## src/rtl/esc_halfduplex_uart.sv

```systemverilog
`default_nettype none
// ============================================================================
//  Module      : esc_halfduplex_uart
//  Description : Single-wire half-duplex 8N1 UART for ESC passthrough. Sends
//                host bytes on the pad, then releases it and returns replies.
//  Revision    : 1.0 - initial release
// ============================================================================
module esc_halfduplex_uart #(
    parameter int CLK_FREQ_HZ     = 72_000_000,
    parameter int BAUD_RATE       = 19200,
    parameter int TURNAROUND_BITS = 2
) (
    input  logic       i_sys_clk,
    input  logic       i_rst_n,
    input  logic       i_enable,
    input  logic [7:0] i_tx_data,
    input  logic       i_tx_valid,
    output logic       o_tx_ready,
    output logic [7:0] o_rx_data,
    output logic       o_rx_valid,
    input  logic       i_rx_ready,
    input  logic       i_line_in,
    output logic       o_line_out,
    output logic       o_line_oe,
    output logic       o_busy,
    output logic       o_rx_overrun,
    output logic       o_frame_err
);

    localparam int c_BIT_CYC   = CLK_FREQ_HZ / BAUD_RATE;
    localparam int c_HALF_CYC  = c_BIT_CYC / 2;
    localparam int c_GUARD_CYC = TURNAROUND_BITS * c_BIT_CYC;
    localparam int c_CNT_MAX   = (c_GUARD_CYC > c_BIT_CYC) ? c_GUARD_CYC : c_BIT_CYC;
    localparam int c_CNT_W     = $clog2(c_CNT_MAX + 1);

    localparam logic [c_CNT_W-1:0] c_BIT_LOAD   = c_CNT_W'(c_BIT_CYC - 1);
    localparam logic [c_CNT_W-1:0] c_HALF_LOAD  = c_CNT_W'((c_HALF_CYC > 0) ? c_HALF_CYC - 1 : 0);
    localparam logic [c_CNT_W-1:0] c_GUARD_LOAD = c_CNT_W'((c_GUARD_CYC > 0) ? c_GUARD_CYC - 1 : 0);

    typedef enum logic [2:0] {
        ST_IDLE     = 3'd0,
        ST_TX_START = 3'd1,
        ST_TX_DATA  = 3'd2,
        ST_TX_STOP  = 3'd3,
        ST_TX_GUARD = 3'd4,
        ST_RX_START = 3'd5,
        ST_RX_DATA  = 3'd6,
        ST_RX_STOP  = 3'd7
    } state_t;

    state_t               r_state, w_state_nxt;
    logic [c_CNT_W-1:0]   r_bit_cnt, w_bit_cnt_nxt;
    logic [2:0]           r_bit_idx, w_bit_idx_nxt;
    logic                 r_sync_meta, r_rx_s, r_rx_prev;
    logic                 w_fall, w_bit_end;
    logic                 w_tx_ready, w_tx_accept, w_rx_shift_en, w_rx_stop_smp;
    logic [7:0]           r_tx_byte, r_rx_shift, r_rx_data;
    logic                 r_rx_valid, r_rx_overrun, r_frame_err;

    assign w_fall    = r_rx_prev & ~r_rx_s;
    assign w_bit_end = (r_bit_cnt == '0);

    // Pad synchroniser; idle-high reset so no spurious start edge on release
    always_ff @(posedge i_sys_clk or negedge i_rst_n) begin
        if (!i_rst_n) begin
            r_sync_meta <= 1'b1;
            r_rx_s      <= 1'b1;
            r_rx_prev   <= 1'b1;
        end else begin
            r_sync_meta <= i_line_in;
            r_rx_s      <= r_sync_meta;
            r_rx_prev   <= r_rx_s;
        end
    end

    always_ff @(posedge i_sys_clk or negedge i_rst_n) begin
        if (!i_rst_n) begin
            r_state   <= ST_IDLE;
            r_bit_cnt <= '0;
            r_bit_idx <= '0;
        end else begin
            r_state   <= w_state_nxt;
            r_bit_cnt <= w_bit_cnt_nxt;
            r_bit_idx <= w_bit_idx_nxt;
        end
    end

    always_comb begin
        w_state_nxt   = r_state;
        w_bit_cnt_nxt = w_bit_end ? '0 : r_bit_cnt - c_CNT_W'(1);
        w_bit_idx_nxt = r_bit_idx;
        w_tx_ready    = 1'b0;
        w_tx_accept   = 1'b0;
        w_rx_shift_en = 1'b0;
        w_rx_stop_smp = 1'b0;
        case (r_state)
            ST_IDLE: begin
                w_tx_ready = i_enable & r_rx_s & ~w_fall;
                if (i_enable & w_fall) begin
                    w_state_nxt   = ST_RX_START;
                    w_bit_cnt_nxt = c_HALF_LOAD;
                end else if (i_tx_valid & w_tx_ready) begin
                    w_tx_accept   = 1'b1;
                    w_state_nxt   = ST_TX_START;
                    w_bit_cnt_nxt = c_BIT_LOAD;
                end
            end
            ST_TX_START: begin
                if (w_bit_end) begin
                    w_state_nxt   = ST_TX_DATA;
                    w_bit_cnt_nxt = c_BIT_LOAD;
                    w_bit_idx_nxt = '0;
                end
            end
            ST_TX_DATA: begin
                if (w_bit_end) begin
                    w_bit_cnt_nxt = c_BIT_LOAD;
                    if (r_bit_idx == 3'd7) w_state_nxt = ST_TX_STOP;
                    else w_bit_idx_nxt = r_bit_idx + 3'd1;
                end
            end
            ST_TX_STOP: begin
                // Last stop cycle doubles as the accept slot for back-to-back bytes
                if (w_bit_end) begin
                    w_tx_ready = i_enable;
                    if (i_tx_valid & i_enable) begin
                        w_tx_accept   = 1'b1;
                        w_state_nxt   = ST_TX_START;
                        w_bit_cnt_nxt = c_BIT_LOAD;
                    end else if (c_GUARD_CYC == 0) begin
                        w_state_nxt = ST_IDLE;
                    end else begin
                        w_state_nxt   = ST_TX_GUARD;
                        w_bit_cnt_nxt = c_GUARD_LOAD;
                    end
                end
            end
            ST_TX_GUARD: begin
                if (w_bit_end) w_state_nxt = ST_IDLE;
            end
            ST_RX_START: begin
                if (w_bit_end) begin
                    if (r_rx_s) begin
                        w_state_nxt = ST_IDLE;
                    end else begin
                        w_state_nxt   = ST_RX_DATA;
                        w_bit_cnt_nxt = c_BIT_LOAD;
                        w_bit_idx_nxt = '0;
                    end
                end
            end
            ST_RX_DATA: begin
                if (w_bit_end) begin
                    w_rx_shift_en = 1'b1;
                    w_bit_cnt_nxt = c_BIT_LOAD;
                    if (r_bit_idx == 3'd7) w_state_nxt = ST_RX_STOP;
                    else w_bit_idx_nxt = r_bit_idx + 3'd1;
                end
            end
            ST_RX_STOP: begin
                if (w_bit_end) begin
                    w_rx_stop_smp = 1'b1;
                    w_state_nxt   = ST_IDLE;
                end
            end
            default: w_state_nxt = ST_IDLE;
        endcase
        if (!i_enable) begin
            w_state_nxt   = ST_IDLE;
            w_bit_cnt_nxt = '0;
            w_bit_idx_nxt = '0;
            w_tx_ready    = 1'b0;
            w_tx_accept   = 1'b0;
            w_rx_shift_en = 1'b0;
            w_rx_stop_smp = 1'b0;
        end
    end

    always_ff @(posedge i_sys_clk or negedge i_rst_n) begin
        if (!i_rst_n) begin
            r_tx_byte    <= '0;
            r_rx_shift   <= '0;
            r_rx_data    <= '0;
            r_rx_valid   <= 1'b0;
            r_rx_overrun <= 1'b0;
            r_frame_err  <= 1'b0;
        end else begin
            r_frame_err <= 1'b0;
            if (w_tx_accept) r_tx_byte <= i_tx_data;
            if (w_rx_shift_en) r_rx_shift <= {r_rx_s, r_rx_shift[7:1]};
            if (!i_enable) begin
                r_rx_valid   <= 1'b0;
                r_rx_overrun <= 1'b0;
            end else begin
                if (r_rx_valid & i_rx_ready) r_rx_valid <= 1'b0;
                if (w_rx_stop_smp) begin
                    if (!r_rx_s) begin
                        r_frame_err <= 1'b1;
                    end else if (!r_rx_valid | i_rx_ready) begin
                        r_rx_data  <= r_rx_shift;
                        r_rx_valid <= 1'b1;
                    end else begin
                        r_rx_overrun <= 1'b1;
                    end
                end
            end
        end
    end

    // Ready is forced low while reset is asserted, since it is combinational
    assign o_tx_ready   = w_tx_ready & i_rst_n;
    assign o_rx_data    = r_rx_data;
    assign o_rx_valid   = r_rx_valid;
    assign o_rx_overrun = r_rx_overrun;
    assign o_frame_err  = r_frame_err;
    assign o_busy       = (r_state != ST_IDLE);
    assign o_line_oe    = (r_state == ST_TX_START) || (r_state == ST_TX_DATA) ||
                          (r_state == ST_TX_STOP)  || (r_state == ST_TX_GUARD);
    assign o_line_out   = (r_state == ST_TX_START) ? 1'b0 :
                          (r_state == ST_TX_DATA)  ? r_tx_byte[r_bit_idx] : 1'b1;

endmodule
`default_nettype wire

```

## config.mk

```make
export PLATFORM = sky130hd
export DESIGN_NAME = esc_halfduplex_uart
export DESIGN_NICKNAME = d
export VERILOG_FILES = /design/src/rtl/esc_halfduplex_uart.sv
export SDC_FILE = /design/constraint.sdc
export NUM_CORES = 1
export LEC_CHECK = 0
export BUFFER_PORTS_ARGS = -buffer_cell sky130_fd_sc_hd__buf_2
export CORE_MARGIN = 5
export CORE_UTILIZATION = 55
export CTS_BUF_LIST = sky130_fd_sc_hd__clkbuf_2
export DETAILED_ROUTE_END_ITERATION = 7
export PLACE_DENSITY = 0.76
export SLEW_MARGIN = 10
export SYNTH_ARGS = -nofsm -noshare
export SYNTH_HDL_FRONTEND = slang
export SYNTH_SLANG_ARGS = --single-unit
```

## constraint.sdc

```tcl
create_clock -name i_sys_clk -period 6.5 [get_ports i_sys_clk]
set_input_delay 0.65 -clock i_sys_clk [delete_from_list [all_inputs] [get_ports i_sys_clk]]
set_output_delay 0.65 -clock i_sys_clk [all_outputs]
set_load 0.02 [all_outputs]
```

==> metrics.md <==
| Metric | Value |
|---|---|
| Outcome | finished clean |
| Number of enable flip-flop cells after synthesis | 0 |
| Effective utilization at floorplan | 0.559 |
| Final Hold Violating Endpoints | 0 |
| Most common cell in the synthesized netlist | dfrtp_1 |
| Worst EP required | 5850 ps |
| Syn Inst Count | 237 |
| Category of the worst setup path capture point | primary output |
| Max-cap check violation count | 0 |
| Power after layout | 1.05 mW |
| Hold buffer count at CTS | 0 |
| Synth top area share | 0.442 |
| 1st-pass router iterations | 5 |
| Number of different library cells in the post-synthesis netlist | 55 |
| Number of sinks on the clock net | 49 |
| Syn_nets | 254 |
| Setup skew after layout | 20.7 ps |
| HPWL after detailed placement | 3.86 mm |
| TritonCTS clock tree | done |
| Final antenna-violating net count | 0 |
| Clock root cell | clkbuf_2 |
| Htree depth | 2 |
| Overall Global Routing Usage | 0.187 |
| Global Route met3 Usage | 0.0454 |
| Maximum root-to-sink buffer count | 2 |
| Number of global-route vias before repair | 1888 |
| FF-to-FF End | o_rx_data[3]$_DFFE_PN0P_ |
| List of most frequent post-synthesis cells | 46 x dfrtp_1, 28 x mux2_2, 14 x nand2_1 |
| Highest achievable clock rate | 273 MHz |
| Top-level I/O count | 29 |
| Setup repair after global routing missed its margin | false |
| Mapped cell area | 0.00261 mm2 |
| Async set or reset register ratio after synthesis | 1.00 |
| Die Outline Area | 0.00621 mm2 |
| Warning count from the yosys run | 0 |
| Worst setup startpoint | r_bit_cnt[0]$_DFF_PN0_ |
| Number of cells traversed by the worst register-to-register path | 7 |
| Final layout net count | 276 |
| Mean Syn Cell Area | 11.0 um2 |
| Sum of negative setup slack | 0 ps |
| Maximum number of pins on one net before global-route repair | 51 |
| Instance count after placement with tap cells included | 306 |
| Largest fanout on the critical path | 10 |
| Main area contributors after synthesis | dfrtp_1 44%, mux2_2 12%, dfstp_2 3.0% |
| Drt initial violations | 190 |
| Clock slew seen by the registers of the worst setup and hold paths | 270 ps |
| Data arrival time at the worst-slack endpoint | 3010 ps |
| Final RePlAce weighted congestion | 0.864 |
| Headroom to the max-slew limit | 0.519 |
| Final count of negative-setup-slack endpoints | 0 |
| Met2 capacity usage during global routing | 0.286 |
| Sequential cell area fraction in the yosys report | 0.472 |
| Num CTS Buffers | 5 |
| Transition time at the pin with the least slew margin | 717 ps |
| Final slew viol count | 0 |
| Fraction of the cycle the final worst path needs | 0.563 |
| Worst-skew pair later-pin latency | 450 ps |
| Overflow left after global routing | 0 |
| Die span in y | 78.8 um |
| Worst hold path class | input port to asynchronous set/reset pin |
| Primary FF master, synth | dfrtp_1 |
| Average wire per cell in the routed design | 17.3 um |
| Ant. Diodes | 0 |
| Global-route track usage on met1 | 0.256 |
| Post-layout utilization of the core | 0.603 |
| Destination of the critical timing path | o_tx_ready |
| Highest cell delay on the worst timing path | 630 ps |
| Post-CTS Repair Setup Buffers | 0 |
| Port buffer count | 28 |
| Sort of element at the start of the critical path | flop |
| Maximum VDD drop | 0.000204 V |
| Placeable core region | 0.00466 mm2 |
| Power density of the placed cells | 373 mW/mm2 |
| Total number of vias | 1961 |
| Worst setup slack for register-to-register paths | 3540 ps |
| Total Wirelength | 5.43 mm |
| Site row count | 25 |
| Leakage power total | 1.33 nW |
| X dimension of the die | 78.8 um |
| Final routed DRC violation total | 0 |
| Sequence of cells on the critical path | inv_1, ha_1, or3b_1, nor4_4, nand3_2, o22ai_1, and3_1, buf_2 |
| Layout cell share with drive strength beyond 1 | 0.296 |
| Seq cells post-synth | 49 |
| Antenna violations before repair | 0 |
| Crit path time final | 3660 ps |
| Post-synthesis cell type with the largest combined area | dfrtp_1 |
| First-pass GRT wire length | 9.14 mm |
| Cell count along the critical path | 8 |
| Type of the setup path with the least slack | flop to primary output |
| Largest delay contributor family on the critical path | simple AND/OR/NAND/NOR gates |
| Launching point of the worst reg2reg path | r_bit_cnt[0]$_DFF_PN0_ |
| Critical path buffer and inverter count | 2 |
| Number of standard cells in the final layout excluding fillers | 314 |
| Area growth from synthesis to layout | 7.83% |
| CP max stage cell | nor4_4 |
| Mean number of vias per cell | 6.25 |
| Count of instances resized after the clock tree is built | 0 |
| Peak-usage layer in the global routing report | met2 |
[how the worst min path moves through the flow]
stage	to	slack, ps
finish	o_rx_data[0]$_DFFE_PN0P_	240
global route	r_sync_meta$_DFF_PN1_	200
CTS	r_sync_meta$_DFF_PN1_	240
detailed placement	r_rx_s$_DFF_PN1_	350
global placement	r_rx_s$_DFF_PN1_	350
floorplan	o_frame_err$_DFF_PN0_	350
[flip-flops by register name, summed over array words and instances, names as in the netlist]
register and cells:
o_frame_err 1, o_rx_data 8, o_rx_overrun 1, o_rx_valid 1, r_bit_cnt 13, r_bit_idx 3
r_rx_prev 1, r_rx_s 1, r_rx_shift 8, r_state 3, r_sync_meta 1, r_tx_byte 8
[routing by layer]
layer	up-vias	part of all wire
met1	939	0.46
met3	18	0.059
met5	-	0
li1	922	-
met4	0	0.023
met2	82	0.46
[cell families after synthesis]
| group | Yosys count | synth area share |
|---|---|---|
| AND/OR/NAND/NOR | 75 | 0.169 |
| flip-flops | 49 | 0.472 |
| AO/OA/AOI/OAI | 48 | 0.132 |
| multiplexers | 33 | 0.150 |
| buffers and inverters | 20 | 0.0322 |
| XOR/XNOR | 9 | 0.0302 |
| adder cells (fa/ha/maj) | 3 | 0.0144 |
[layout make-up]
| cell class | count | area [um2] |
|---|---|---|
| sequential | 49 | 1230 |
| fill | 379 | 1850 |
| inverter | 6 | 22.5 |
| multi-input combinational | 168 | 1290 |
| clock buffer | 5 | 25.0 |
| clock inverter | 3 | 25.0 |
| timing repair buffer | 29 | 148 |
| tap | 54 | 67.6 |
[cell usage in the layout, fill, tap and decap left out, drive strengths merged, types with 2 or more instances in the layout]
cell	instances
dfrtp	46
buf	29
mux2	28
nand2	14
nor3	13
o21ai	11
a21oi	11
nor2	10
inv	8
and3	6
xor2	5
a211oi	5
clkbuf	5
nand3	5
nand2b	4
o22ai	4
xnor2	4
or4	4
nor4	4
mux2i	3
nor2b	3
ha	3
dfstp	3
and3b	2
nand4	2
o21a	2
mux4	2
a31oi	2
o311a	2
[through the flow]
stage / instance area, um2 / hold slack (ps) / setup slack, ps
6_report: 2810 / 242 / 2840
5_1_grt: 2810 / 203 / 2690
4_1_cts: 2810 / 243 / 2860
3_5_place_dp: 2760 / 353 / 3400
3_3_place_gp: 2760 / 347 / 3480
2_1_floorplan: 2610 / 345 / 3660
[power by group]
part | internal (mW) | switching [mW]
clock network | 0.0294 | 0.106
registers | 0.367 | 0.0696
logic | 0.202 | 0.275
No activity file was read; power rests on OpenSTA's default activity.
